===== src/rtl/tile_flip_pkg.sv =====
// Shared types and constants for the tile-flip game video path:
// tile state codes, 12-bit colours, 640x480@60 timing defaults.
package tile_flip_pkg;

    typedef enum logic [1:0] {
        TILE_HIDDEN     = 2'b00,
        TILE_SELECTED   = 2'b01,
        TILE_MATCHED    = 2'b10,
        TILE_MISMATCHED = 2'b11
    } tile_code_t;

    localparam logic [11:0] COL_BLACK  = 12'h000;
    localparam logic [11:0] COL_BLUE   = 12'h00F;
    localparam logic [11:0] COL_WHITE  = 12'hFFF;
    localparam logic [11:0] COL_GREEN  = 12'h0F0;
    localparam logic [11:0] COL_RED    = 12'hF00;
    localparam logic [11:0] COL_CURSOR = 12'hFF0;

    localparam int DEF_H_DISPLAY = 640;
    localparam int DEF_H_FRONT   = 16;
    localparam int DEF_H_SYNC    = 96;
    localparam int DEF_H_BACK    = 48;
    localparam int DEF_V_DISPLAY = 480;
    localparam int DEF_V_FRONT   = 10;
    localparam int DEF_V_SYNC    = 2;
    localparam int DEF_V_BACK    = 33;

    function automatic logic [11:0] tile_colour(input logic [1:0] code);
        logic [11:0] c;
        c = COL_BLACK;
        unique case (code)
            TILE_HIDDEN:     c = COL_BLUE;
            TILE_SELECTED:   c = COL_WHITE;
            TILE_MATCHED:    c = COL_GREEN;
            TILE_MISMATCHED: c = COL_RED;
        endcase
        return c;
    endfunction

endpackage


===== src/rtl/vga_timing_gen.sv =====
// VGA h/v counters, raw (unpipelined) active-low syncs and active flag.
// Ports: clk, reset, pix_en in; h_cnt, v_cnt, line_end, frame_end,
//        hsync_raw, vsync_raw, active_raw out.
module vga_timing_gen
    import tile_flip_pkg::*;
#(
    parameter int H_DISPLAY = DEF_H_DISPLAY,
    parameter int H_FRONT   = DEF_H_FRONT,
    parameter int H_SYNC    = DEF_H_SYNC,
    parameter int H_BACK    = DEF_H_BACK,
    parameter int V_DISPLAY = DEF_V_DISPLAY,
    parameter int V_FRONT   = DEF_V_FRONT,
    parameter int V_SYNC    = DEF_V_SYNC,
    parameter int V_BACK    = DEF_V_BACK,
    localparam int H_TOTAL  = H_DISPLAY + H_FRONT + H_SYNC + H_BACK,
    localparam int V_TOTAL  = V_DISPLAY + V_FRONT + V_SYNC + V_BACK,
    localparam int HW       = $clog2(H_TOTAL),
    localparam int VW       = $clog2(V_TOTAL)
) (
    input  logic          clk,
    input  logic          reset,
    input  logic          pix_en,
    output logic [HW-1:0] h_cnt,
    output logic [VW-1:0] v_cnt,
    output logic          line_end,
    output logic          frame_end,
    output logic          hsync_raw,
    output logic          vsync_raw,
    output logic          active_raw
);

    localparam int HS_BEG = H_DISPLAY + H_FRONT;
    localparam int VS_BEG = V_DISPLAY + V_FRONT;

    assign line_end  = int'(h_cnt) == H_TOTAL - 1;
    // Last pixel of the last active line: the frame snapshot point.
    assign frame_end = line_end && int'(v_cnt) == V_DISPLAY - 1;

    assign hsync_raw = !(int'(h_cnt) >= HS_BEG &&
                         int'(h_cnt) < HS_BEG + H_SYNC);
    assign vsync_raw = !(int'(v_cnt) >= VS_BEG &&
                         int'(v_cnt) < VS_BEG + V_SYNC);
    assign active_raw = int'(h_cnt) < H_DISPLAY &&
                        int'(v_cnt) < V_DISPLAY;

    always_ff @(posedge clk) begin
        if (reset) begin
            h_cnt <= '0;
            v_cnt <= '0;
        end else if (pix_en) begin
            if (line_end) begin
                h_cnt <= '0;
                if (int'(v_cnt) == V_TOTAL - 1) begin
                    v_cnt <= '0;
                end else begin
                    v_cnt <= v_cnt + 1'b1;
                end
            end else begin
                h_cnt <= h_cnt + 1'b1;
            end
        end
    end

endmodule


===== src/rtl/vga_tile_renderer.sv =====
// VGA tile-grid renderer: per-frame tile snapshot, incremental tile
// counters and a 2-stage colour pipeline aligned with the syncs.
// Ports: clk, reset, pix_en, tile_state, cursor_idx in;
//        hsync, vsync, rgb, frame_start, active out.
// Optional cursor outline: define VGA_TILE_CURSOR_EN.
module vga_tile_renderer
    import tile_flip_pkg::*;
#(
    parameter int H_DISPLAY = DEF_H_DISPLAY,
    parameter int H_FRONT   = DEF_H_FRONT,
    parameter int H_SYNC    = DEF_H_SYNC,
    parameter int H_BACK    = DEF_H_BACK,
    parameter int V_DISPLAY = DEF_V_DISPLAY,
    parameter int V_FRONT   = DEF_V_FRONT,
    parameter int V_SYNC    = DEF_V_SYNC,
    parameter int V_BACK    = DEF_V_BACK,
    parameter int GRID_COLS = 4,
    parameter int GRID_ROWS = 4,
    parameter int TILE_SIZE = 80,
    parameter int TILE_GAP  = 4,
    parameter int GRID_X    = 120,
    parameter int GRID_Y    = 60,
    localparam int N_TILES  = GRID_COLS * GRID_ROWS,
    localparam int IW       = $clog2(N_TILES)
) (
    input  logic               clk,
    input  logic               reset,
    input  logic               pix_en,
    input  logic [2*N_TILES-1:0] tile_state,
    input  logic [IW-1:0]      cursor_idx,
    output logic               hsync,
    output logic               vsync,
    output logic [11:0]        rgb,
    output logic               frame_start,
    output logic               active
);

    localparam int H_TOTAL = H_DISPLAY + H_FRONT + H_SYNC + H_BACK;
    localparam int V_TOTAL = V_DISPLAY + V_FRONT + V_SYNC + V_BACK;
    localparam int HW      = $clog2(H_TOTAL);
    localparam int VW      = $clog2(V_TOTAL);
    localparam int OW      = $clog2(TILE_SIZE);
    localparam int CW      = $clog2(GRID_COLS + 1);
    localparam int RW      = $clog2(GRID_ROWS + 1);
    localparam int FILL    = TILE_SIZE - TILE_GAP;

    logic [HW-1:0] h_cnt;
    logic [VW-1:0] v_cnt;
    logic          line_end;
    logic          frame_end;
    logic          hsync_raw;
    logic          vsync_raw;
    logic          active_raw;

    vga_timing_gen #(
        .H_DISPLAY(H_DISPLAY), .H_FRONT(H_FRONT),
        .H_SYNC(H_SYNC),       .H_BACK(H_BACK),
        .V_DISPLAY(V_DISPLAY), .V_FRONT(V_FRONT),
        .V_SYNC(V_SYNC),       .V_BACK(V_BACK)
    ) u_timing (
        .clk       (clk),
        .reset     (reset),
        .pix_en    (pix_en),
        .h_cnt     (h_cnt),
        .v_cnt     (v_cnt),
        .line_end  (line_end),
        .frame_end (frame_end),
        .hsync_raw (hsync_raw),
        .vsync_raw (vsync_raw),
        .active_raw(active_raw)
    );

    // ---------------- frame snapshot ----------------
    logic [2*N_TILES-1:0] snap;

    assign frame_start = pix_en && frame_end && !reset;

    always_ff @(posedge clk) begin
        if (reset) begin
            snap <= '0;
        end else if (frame_start) begin
            snap <= tile_state;
        end
    end

`ifdef VGA_TILE_CURSOR_EN
    logic [IW-1:0] cur_snap;

    always_ff @(posedge clk) begin
        if (reset) begin
            cur_snap <= '0;
        end else if (frame_start) begin
            cur_snap <= cursor_idx;
        end
    end
`else
    logic unused_cursor;
    assign unused_cursor = ^cursor_idx;
`endif

    // ---------------- tile position counters ----------------
    // Counters describe the current h_cnt/v_cnt, so they are loaded
    // one step early from the next counter value.
    logic [HW-1:0] h_nxt;
    logic [VW-1:0] v_nxt;
    logic [OW-1:0] x_off;
    logic [OW-1:0] y_off;
    logic [CW-1:0] col_idx;
    logic [RW-1:0] row_idx;

    assign h_nxt = line_end ? '0 : h_cnt + 1'b1;
    assign v_nxt = (int'(v_cnt) == V_TOTAL - 1) ? '0 : v_cnt + 1'b1;

    always_ff @(posedge clk) begin
        if (reset) begin
            x_off   <= '0;
            col_idx <= '0;
            y_off   <= '0;
            row_idx <= '0;
        end else if (pix_en) begin
            if (int'(h_nxt) == GRID_X) begin
                x_off   <= '0;
                col_idx <= '0;
            end else if (int'(x_off) == TILE_SIZE - 1) begin
                x_off   <= '0;
                col_idx <= col_idx + 1'b1;
            end else begin
                x_off <= x_off + 1'b1;
            end
            if (line_end) begin
                if (int'(v_nxt) == GRID_Y) begin
                    y_off   <= '0;
                    row_idx <= '0;
                end else if (int'(y_off) == TILE_SIZE - 1) begin
                    y_off   <= '0;
                    row_idx <= row_idx + 1'b1;
                end else begin
                    y_off <= y_off + 1'b1;
                end
            end
        end
    end

    // ---------------- stage 1 ----------------
    logic          in_grid_c;
    logic          gap_c;
    logic [IW-1:0] tile_c;

    assign in_grid_c =
        int'(h_cnt) >= GRID_X &&
        int'(h_cnt) <  GRID_X + GRID_COLS * TILE_SIZE &&
        int'(v_cnt) >= GRID_Y &&
        int'(v_cnt) <  GRID_Y + GRID_ROWS * TILE_SIZE;
    assign gap_c = int'(x_off) >= FILL || int'(y_off) >= FILL;
    // Column/row counters run past the grid; only index when inside.
    assign tile_c = in_grid_c ?
        IW'(int'(row_idx) * GRID_COLS + int'(col_idx)) : '0;

    logic          s1_in_grid;
    logic          s1_gap;
    logic          s1_active;
    logic          s1_hsync;
    logic          s1_vsync;
    logic [IW-1:0] s1_tile;

    always_ff @(posedge clk) begin
        if (reset) begin
            s1_in_grid <= 1'b0;
            s1_gap     <= 1'b0;
            s1_active  <= 1'b0;
            s1_hsync   <= 1'b1;
            s1_vsync   <= 1'b1;
            s1_tile    <= '0;
        end else if (pix_en) begin
            s1_in_grid <= in_grid_c;
            s1_gap     <= gap_c;
            s1_active  <= active_raw;
            s1_hsync   <= hsync_raw;
            s1_vsync   <= vsync_raw;
            s1_tile    <= tile_c;
        end
    end

`ifdef VGA_TILE_CURSOR_EN
    logic border_c;
    logic s1_border;

    assign border_c = int'(x_off) < 3 || int'(y_off) < 3 ||
                      int'(x_off) >= FILL - 3 ||
                      int'(y_off) >= FILL - 3;

    always_ff @(posedge clk) begin
        if (reset) begin
            s1_border <= 1'b0;
        end else if (pix_en) begin
            s1_border <= border_c;
        end
    end
`endif

    // ---------------- stage 2 ----------------
    logic [1:0]  s1_code;
    logic [11:0] pix_c;

    assign s1_code = snap[{s1_tile, 1'b0} +: 2];

    always_comb begin
        pix_c = COL_BLACK;
        if (s1_active && s1_in_grid && !s1_gap) begin
            pix_c = tile_colour(s1_code);
`ifdef VGA_TILE_CURSOR_EN
            if (s1_border && s1_tile == cur_snap) begin
                pix_c = COL_CURSOR;
            end
`endif
        end
    end

    always_ff @(posedge clk) begin
        if (reset) begin
            hsync  <= 1'b1;
            vsync  <= 1'b1;
            active <= 1'b0;
            rgb    <= COL_BLACK;
        end else if (pix_en) begin
            hsync  <= s1_hsync;
            vsync  <= s1_vsync;
            active <= s1_active;
            rgb    <= pix_c;
        end
    end

endmodule


===== config.mk =====
export PLATFORM = sky130hd
export DESIGN_NAME = vga_tile_renderer
export DESIGN_NICKNAME = d
export VERILOG_FILES = /design/src/rtl/tile_flip_pkg.sv /design/src/rtl/vga_timing_gen.sv /design/src/rtl/vga_tile_renderer.sv
export SDC_FILE = /design/constraint.sdc
export NUM_CORES = 1
export LEC_CHECK = 0
export CORE_MARGIN = 5
export CORE_UTILIZATION = 44
export DETAILED_ROUTE_END_ITERATION = 8
export PLACE_DENSITY = 0.75
export SLEW_MARGIN = 20
export SYNTH_ARGS = -nofsm -noshare
export SYNTH_HDL_FRONTEND = slang
export SYNTH_SLANG_ARGS = --single-unit

===== constraint.sdc =====
create_clock -name clk -period 3.3 [get_ports clk]
set_clock_uncertainty 0.15 [all_clocks]
set_input_delay 0.825 -clock clk [delete_from_list [all_inputs] [get_ports clk]]
set_output_delay 0.825 -clock clk [all_outputs]
set_load 0.01 [all_outputs]

==> results of run 1 <==
-- path summary, 6_finish.rpt --
| check | start | slack [ps] | endpoint |
|---|---|---|---|
| setup / recovery | u_timing.h_cnt[9]$_SDFFE_PP0P_ | 130 | frame_start |
| hold reg to reg | snap[27]$_SDFFE_PP0P_ | 310 | snap[27]$_SDFFE_PP0P_ |
| setup reg to reg | u_timing.h_cnt[9]$_SDFFE_PP0P_ | 630 | snap[7]$_SDFFE_PP0P_ |
| hold / removal | snap[27]$_SDFFE_PP0P_ | 310 | snap[27]$_SDFFE_PP0P_ |
-- tightest hold or removal path: cells and delay by family, from the launching register on --
kind / cells / cell delay [ps]
AOI/OAI and AO/OA: 1 / 50
DFF: 1 / 320
and+or+nand+nor: 1 / 50
-- state kept, by name (all words and copies together) (netlist names), 2 cells and up --
register	cells
snap	32
u_timing.h_cnt	10
u_timing.v_cnt	10
x_off	7
y_off	7
s1_tile	4
col_idx	3
rgb	3
row_idx	2
-- logic make-up after synthesis --
family / Yosys count
AND/OR/NAND/NOR: 256
buffers and inverters: 67
multiplexers: 12
XOR/XNOR: 13
adder cells (fa/ha/maj): 14
flip-flops: 86
AO/OA/AOI/OAI: 122
-- cell usage after synthesis (all sizes together) (4+ instances only) --
cell and count:
nor3 22, mux4 10, a31oi 6, nor2 37, xor2 6, buf 22, clkbuf 32, a21oi 60
ha 14, nand2 109, dfxtp 86, nor4b 4, a22oi 6, nand4b 5, nand3 18, nand3b 5
inv 12, o211ai 5, o21ai 22, nand2b 4, xnor2 7, nand4 10, nor4 7, o22ai 6
nor2b 9, nor3b 5, and3 5
-- routing by layer --
layer  GRT usage (%)  wire length, um  vias up
li1                -                -     2053
met1            22.0             4810     1959
met2            28.0             5230      106
met3            3.34              439       10
met4            4.89              118        0
met5               0                0        -
-- area by class of cell --
type,count,area share (%)
clock buffers,9,2.29
repair buffers,75,12.6
inverters,13,0.903
well taps,136,3.15
flip-flops and latches,86,31.9
multi-input cells,417,47.6
clock inverters,7,1.51
-- power by group through the flow --
stage | clock network [mW] | logic (mW) | registers (mW)
3_3_place_gp | 0 | 0.113 | 1.08
3_5_place_dp | 0 | 0.116 | 1.08
5_1_grt | 0.838 | 0.127 | 1.06
6_report | 0.773 | 0.117 | 1.06
4_1_cts | 0.788 | 0.117 | 1.06
2_1_floorplan | 0 | 0.0533 | 1.08
-- per-stage QoR --
step                      instances  hold WS (ps)  area [sq um]  power [mW]
final                           743           310          5400        1.95
after floorplan                 570           279          4590        1.14
after global placement          726           286          5170        1.20
after CTS                       743           311          5400        1.97
after global routing            743           331          5400        2.03
after detailed placement        726           297          5170        1.20
-- timing repair --
item | CTS | global route
endpoints found under the hold margin | 0 | 0
hold buffers | 0 | 0
resized for setup | 5 | 0
setup endpoints to repair | 1 | 0
setup buffers | 1 | 0
==> impl_results.md, run 1 <==
* Status: finished clean
* Max incr delay on CP at 410 ps
* RSZ-0062 raised after global routing: false
* Cell at the root of the clock tree: clkbuf_8
* Simple-gate share of the synthesized area at 28.3%
* Cells after synthesis at 570
* Dominant synthesized flop cell: dfxtp_1
* Seq cells post-synth at between 80 and 90
* Worst-path maximum fanout at 8
* DR vias at around 4100
* Dpl hpwl at 7230 um
* WP depth at 6
* CTS tree: yes
* Input/output buffers at 50
* WP data arrival at 2200 ps
* # rows at 37
* Worst-margin pin slew at a little over 900 ps
* DP Worst Slack at -201 ps
* Syn Area/Cell at 8.06 sq um
* Remaining global-route overflow at 0
* Max Fclk at 315 MHz
* Synth Warn # at 0
* Final hold violation count at 0
* CTS Buffer Depth at 2
* CP delay by family, top: simple AND/OR/NAND/NOR gates
* Placer Congestion at 0.835
* First-pass GRT wire length at 17800 um
* Filler cells at around 950
* Final setup viols at 0
* Most common cell after layout, fill and taps aside: nand2_1
* H-Tree Depth at 3
* Post-synthesis xor/xnor area fraction at 2.48%
* Worst Hold Class: flop to flop
* Power density cells at 361 nW/um^2
* FF/Latch Area at ~1700 sq um
* Worst path required time at 2320 ps
* Sequential element share of the synthesized area at 37.5%
* Post-route worst setup slack at approximately 130 ps
* Post-synthesis async set-or-reset flop share at 0%
* Drc violations at 0
* Synth Area in Adders at 3.81%
* Setup_tns at 0 ps
* Final core occ at 52.8%
* Drt pass-1 iters at 5
* Antenna violations before repair at 0
* Minimum clock period at 3170 ps
* Pin count of the biggest net entering global routing at 94
* I/O pin cnt at 55
* Overall routing resource usage at between 10% and 20%
* Leak at approximately 1.9 nW
* Synthesized Nets at between 600 and 700
* Vias in the first global route at between 3000 and 4000
* Internal power at 1.47 mW
* Max_slew headroom at 38.1%
* CTS buffer count at 9
* # nets final at 655
* Initial Util at roughly 45%
* Part of the power in registers at 54.4%
* Worst-path clk slew at about 100 ps
* Maximum vdd ir drop at 177 uV
* Final worst-path cycle share at just under 100%
* Antenna Diode Count at 0
* Post-synth top area cell: dfxtp_1
* Multi-input logic area at 2570 sq um
* Worst skew pair latency at 360 ps
* Core area at 10200 sq um
* Clock power share at 39.6%
* Post-DR vias/cell at 5.56
* Top cells by area, synth: dfxtp_1, nand2_1, a21oi_1
* Post-synth top area share at 37.5%
* Share of layout cells above drive strength 1 at ~11%
* WL/cell at ~14 um
* Die Ht at 112 um
* Hold Crit Depth at 2
* Reg2reg path depth at 7
* Max Slew Vio Count at 0
* Critical path endpoint category: output port
* DRT iter0 DRCs at around 340
* Total Routed Length at ~11000 um
* Crit-path cells: or3b_4 > nor3_4 > nand2_4 > nor4_4 > buf_4 > dlygate4sd2_1
* Die area at 12600 sq um
* Detail Route Antenna Nets at 0
* Crit start category: flop
* Synth cell types at between 50 and 60
* Kind of critical path: flop to output port
* Area added between synthesis and finish at 17.6%
* Buf/Inv on CP at 2
* Post-synthesis compound-gate area fraction at about 15%
* Post-synth EDFFs at 0
* Critical-path top delay cell: or3b_4
* Syn Std Cell Area at 4590 sq um
* Combinational family with the most area after synthesis: simple AND/OR/NAND/NOR gates
* Comb pwr share at roughly 6.0%
* Most frequent cells in the layout: nand2_1, dfxtp_1, a21oi_1
* Switching share of power at 24.5%
* Max-cap viol count at 0
* Chip width at 112 um
* Post-synthesis mux area share at approximately 5.3%
* Psw at 478 uW
* Clock sinks at 86
Note: power is estimated with default switching activity, not from simulation.
==> inputs of run 2 (changes only) <==
--- a/config.mk
+++ b/config.mk
@@ -9,6 +9,7 @@
 export CORE_UTILIZATION = 44
 export DETAILED_ROUTE_END_ITERATION = 8
 export PLACE_DENSITY = 0.75
+export SETUP_SLACK_MARGIN = 0.02
 export SLEW_MARGIN = 20
 export SYNTH_ARGS = -nofsm -noshare
 export SYNTH_HDL_FRONTEND = slang
==> run 2 against run 1 <==
Net effect:
- critical path depth increased by 1
- non-clock buffer count unchanged
- flip-flop and latch count unchanged
- wire length is essentially flat
- cell count stayed put
- first-iteration DRC count rose by 0.29%
- hold slack did not move
- clock power is essentially flat
- via count down 0.24%
- combinational power hardly changed
- sequential share of layout area unchanged
- setup slack improved by 25 ps
==> impl_results.md, run 2 (synthesis results as in run 1) <==
* Crit path from: u_timing.h_cnt[1]$_SDFFE_PP0P_
* Overall routing resource usage at 16.7%
* Total Routed Length at 10600 um
* Most common cell after layout, fill and taps aside: nand2_1
* Dpl hpwl at 7230 um
* # rows at 37
* Worst Hold Class: flop to flop
* Chip width at 112 um
* H-Tree Depth at 3
* Drc violations at 0
* Critical hold path startpoint: snap[27]$_SDFFE_PP0P_
* Clock sinks at 86
* Max incr delay on CP at 350 ps
* Overall Power at about 2.0 mW
* Placer Congestion at 0.835
* CTS buffer count at 9
* Met1 Resource Use GR at 22.0%
* Leak at 1.87 nW
* Regs by FF count: snap (32), u_timing.h_cnt (10), u_timing.v_cnt (10)
* DR vias at 4118
* Worst-path clk slew at around 100 ps
* Input/output buffers at 50
* Max-cap viol count at 0
* Pin count of the biggest net entering global routing at 94
* Cell at the root of the clock tree: clkbuf_8
* Number of flip-flops in the largest register at 32
* Met2 Usage GRT at 28.0%
* WP data arrival at 2170 ps
* Hold Buf Count CTS at 0
* CTS Buffer Depth at 2
* Die area at 12600 sq um
* I/O pin cnt at 55
* Most frequent cells in the layout: nand2_1, dfxtp_1, a21oi_1
* RSZ-0062 raised after global routing: false
* Placed Instance Area at 5170 sq um
* Max Slew Vio Count at 0
* Power density cells at 361 nW/um^2
* Minimum clock period at 3150 ps
* Die Ht at between 100 and 150 um
* CTS tree: yes
* Remaining global-route overflow at 0
* Worst skew pair latency at 360 ps
* Share of layout cells above drive strength 1 at between 10 and 15%
* Critical path endpoint category: output port
* Core area at 10200 sq um
* DRT iter0 DRCs at 343
* Worst-margin pin slew at 929 ps
* Kind of critical path: flop to output port
* Crit start category: flop
* Setup_tns at 0 ps
* Worst-path maximum fanout at 2
* FF/Latch Area at 1730 sq um
* WL/cell at 14.2 um
* First-pass GRT wire length at 17800 um
* Max Fclk at 318 MHz
* Initial Util at between 40 and 50%
* # nets final at 655
* Grt peak-use layer: met2
* RR Startpoint: s1_tile[0]$_SDFFE_PP0P_
* Maximum vdd ir drop at 177 uV
* Met3 Track Usage GR at 3.34%
* Antenna Diode Count at 0
* Critical-path top delay cell: dfxtp_1
* Max_slew headroom at 38.1%
* Antenna violations before repair at 0
* Post-DR vias/cell at 5.54
* Area added between synthesis and finish at 17.6%
* Final worst-path cycle share at 95.3%
* Worst path required time at 2320 ps
* Final setup viols at 0
* Final hold violation count at 0
* Detail Route Antenna Nets at 0
* Cell area after layout at 5400 sq um
* Status: finished clean
* Multi-input logic area at 2570 sq um
* Drt pass-1 iters at 5
* Vias in the first global route at 3790
* Biggest register: snap
* Crit-path cells: ha_1 > nand4_1 > nor3_4 > nand2_4 > nor4_4 > buf_4 > dlygate4sd2_1
* Filler cells at 945
[run 2: timing repair]
action | 4_1_cts | 5_1_grt
pin swaps | 2 | 1
buffers inserted | 1 | 0
resized for setup | 5 | 0
endpoints found under the setup margin | 1 | 1
[run 2: where the power goes]
part / internal, mW / switching, mW
clock network: 0.362 / 0.411
registers: 1.05 / 0.0120
logic: 0.0627 / 0.0546
[run 2: area by class of cell]
class	count	share of cell area [%]
Clock inverter	7	1.51
Clock buffer	9	2.29
Sequential cell	86	31.9
Tap cell	136	3.15
Timing Repair Buffer	75	12.6
Multi-Input combinational cell	417	47.6
Inverter	13	0.903
[run 2: per-stage QoR]
step / worst slack [ps] / util (%) / hold WS (ps) / cells
after detailed placement: -201 / 50.6 / 297 / 726
after global placement: -216 / 50.6 / 286 / 726
final: 155 / 52.8 / 310 / 743
after floorplan: 310 / - / 279 / 570
after CTS: 100 / 52.8 / 311 / 743
after global routing: 26.5 / 52.8 / 331 / 743
[run 2: final timing paths]
kind / end / slack (ps) / depth (start not counted)
max reg2reg: rgb[7]$_SDFFE_PP0P_ / 630 / 6
max: frame_start / 150 / 7
min reg2reg: snap[27]$_SDFFE_PP0P_ / 310 / 2
min: snap[27]$_SDFFE_PP0P_ / 310 / 2
[run 2: metal layers]
layer,routed length [um],part of all wire (%)
met3,397,3.8
met5,0,0
met1,4830,46
met2,5250,50
met4,103,0.97
[run 2: critical path, delay by kind of cell, from the launching register on]
kind,cells,cell delay [ps]
AND/OR/NAND/NOR,4,880
adder cells (fa/ha/maj),1,180
buffers and inverters,2,400
flip-flops,1,350
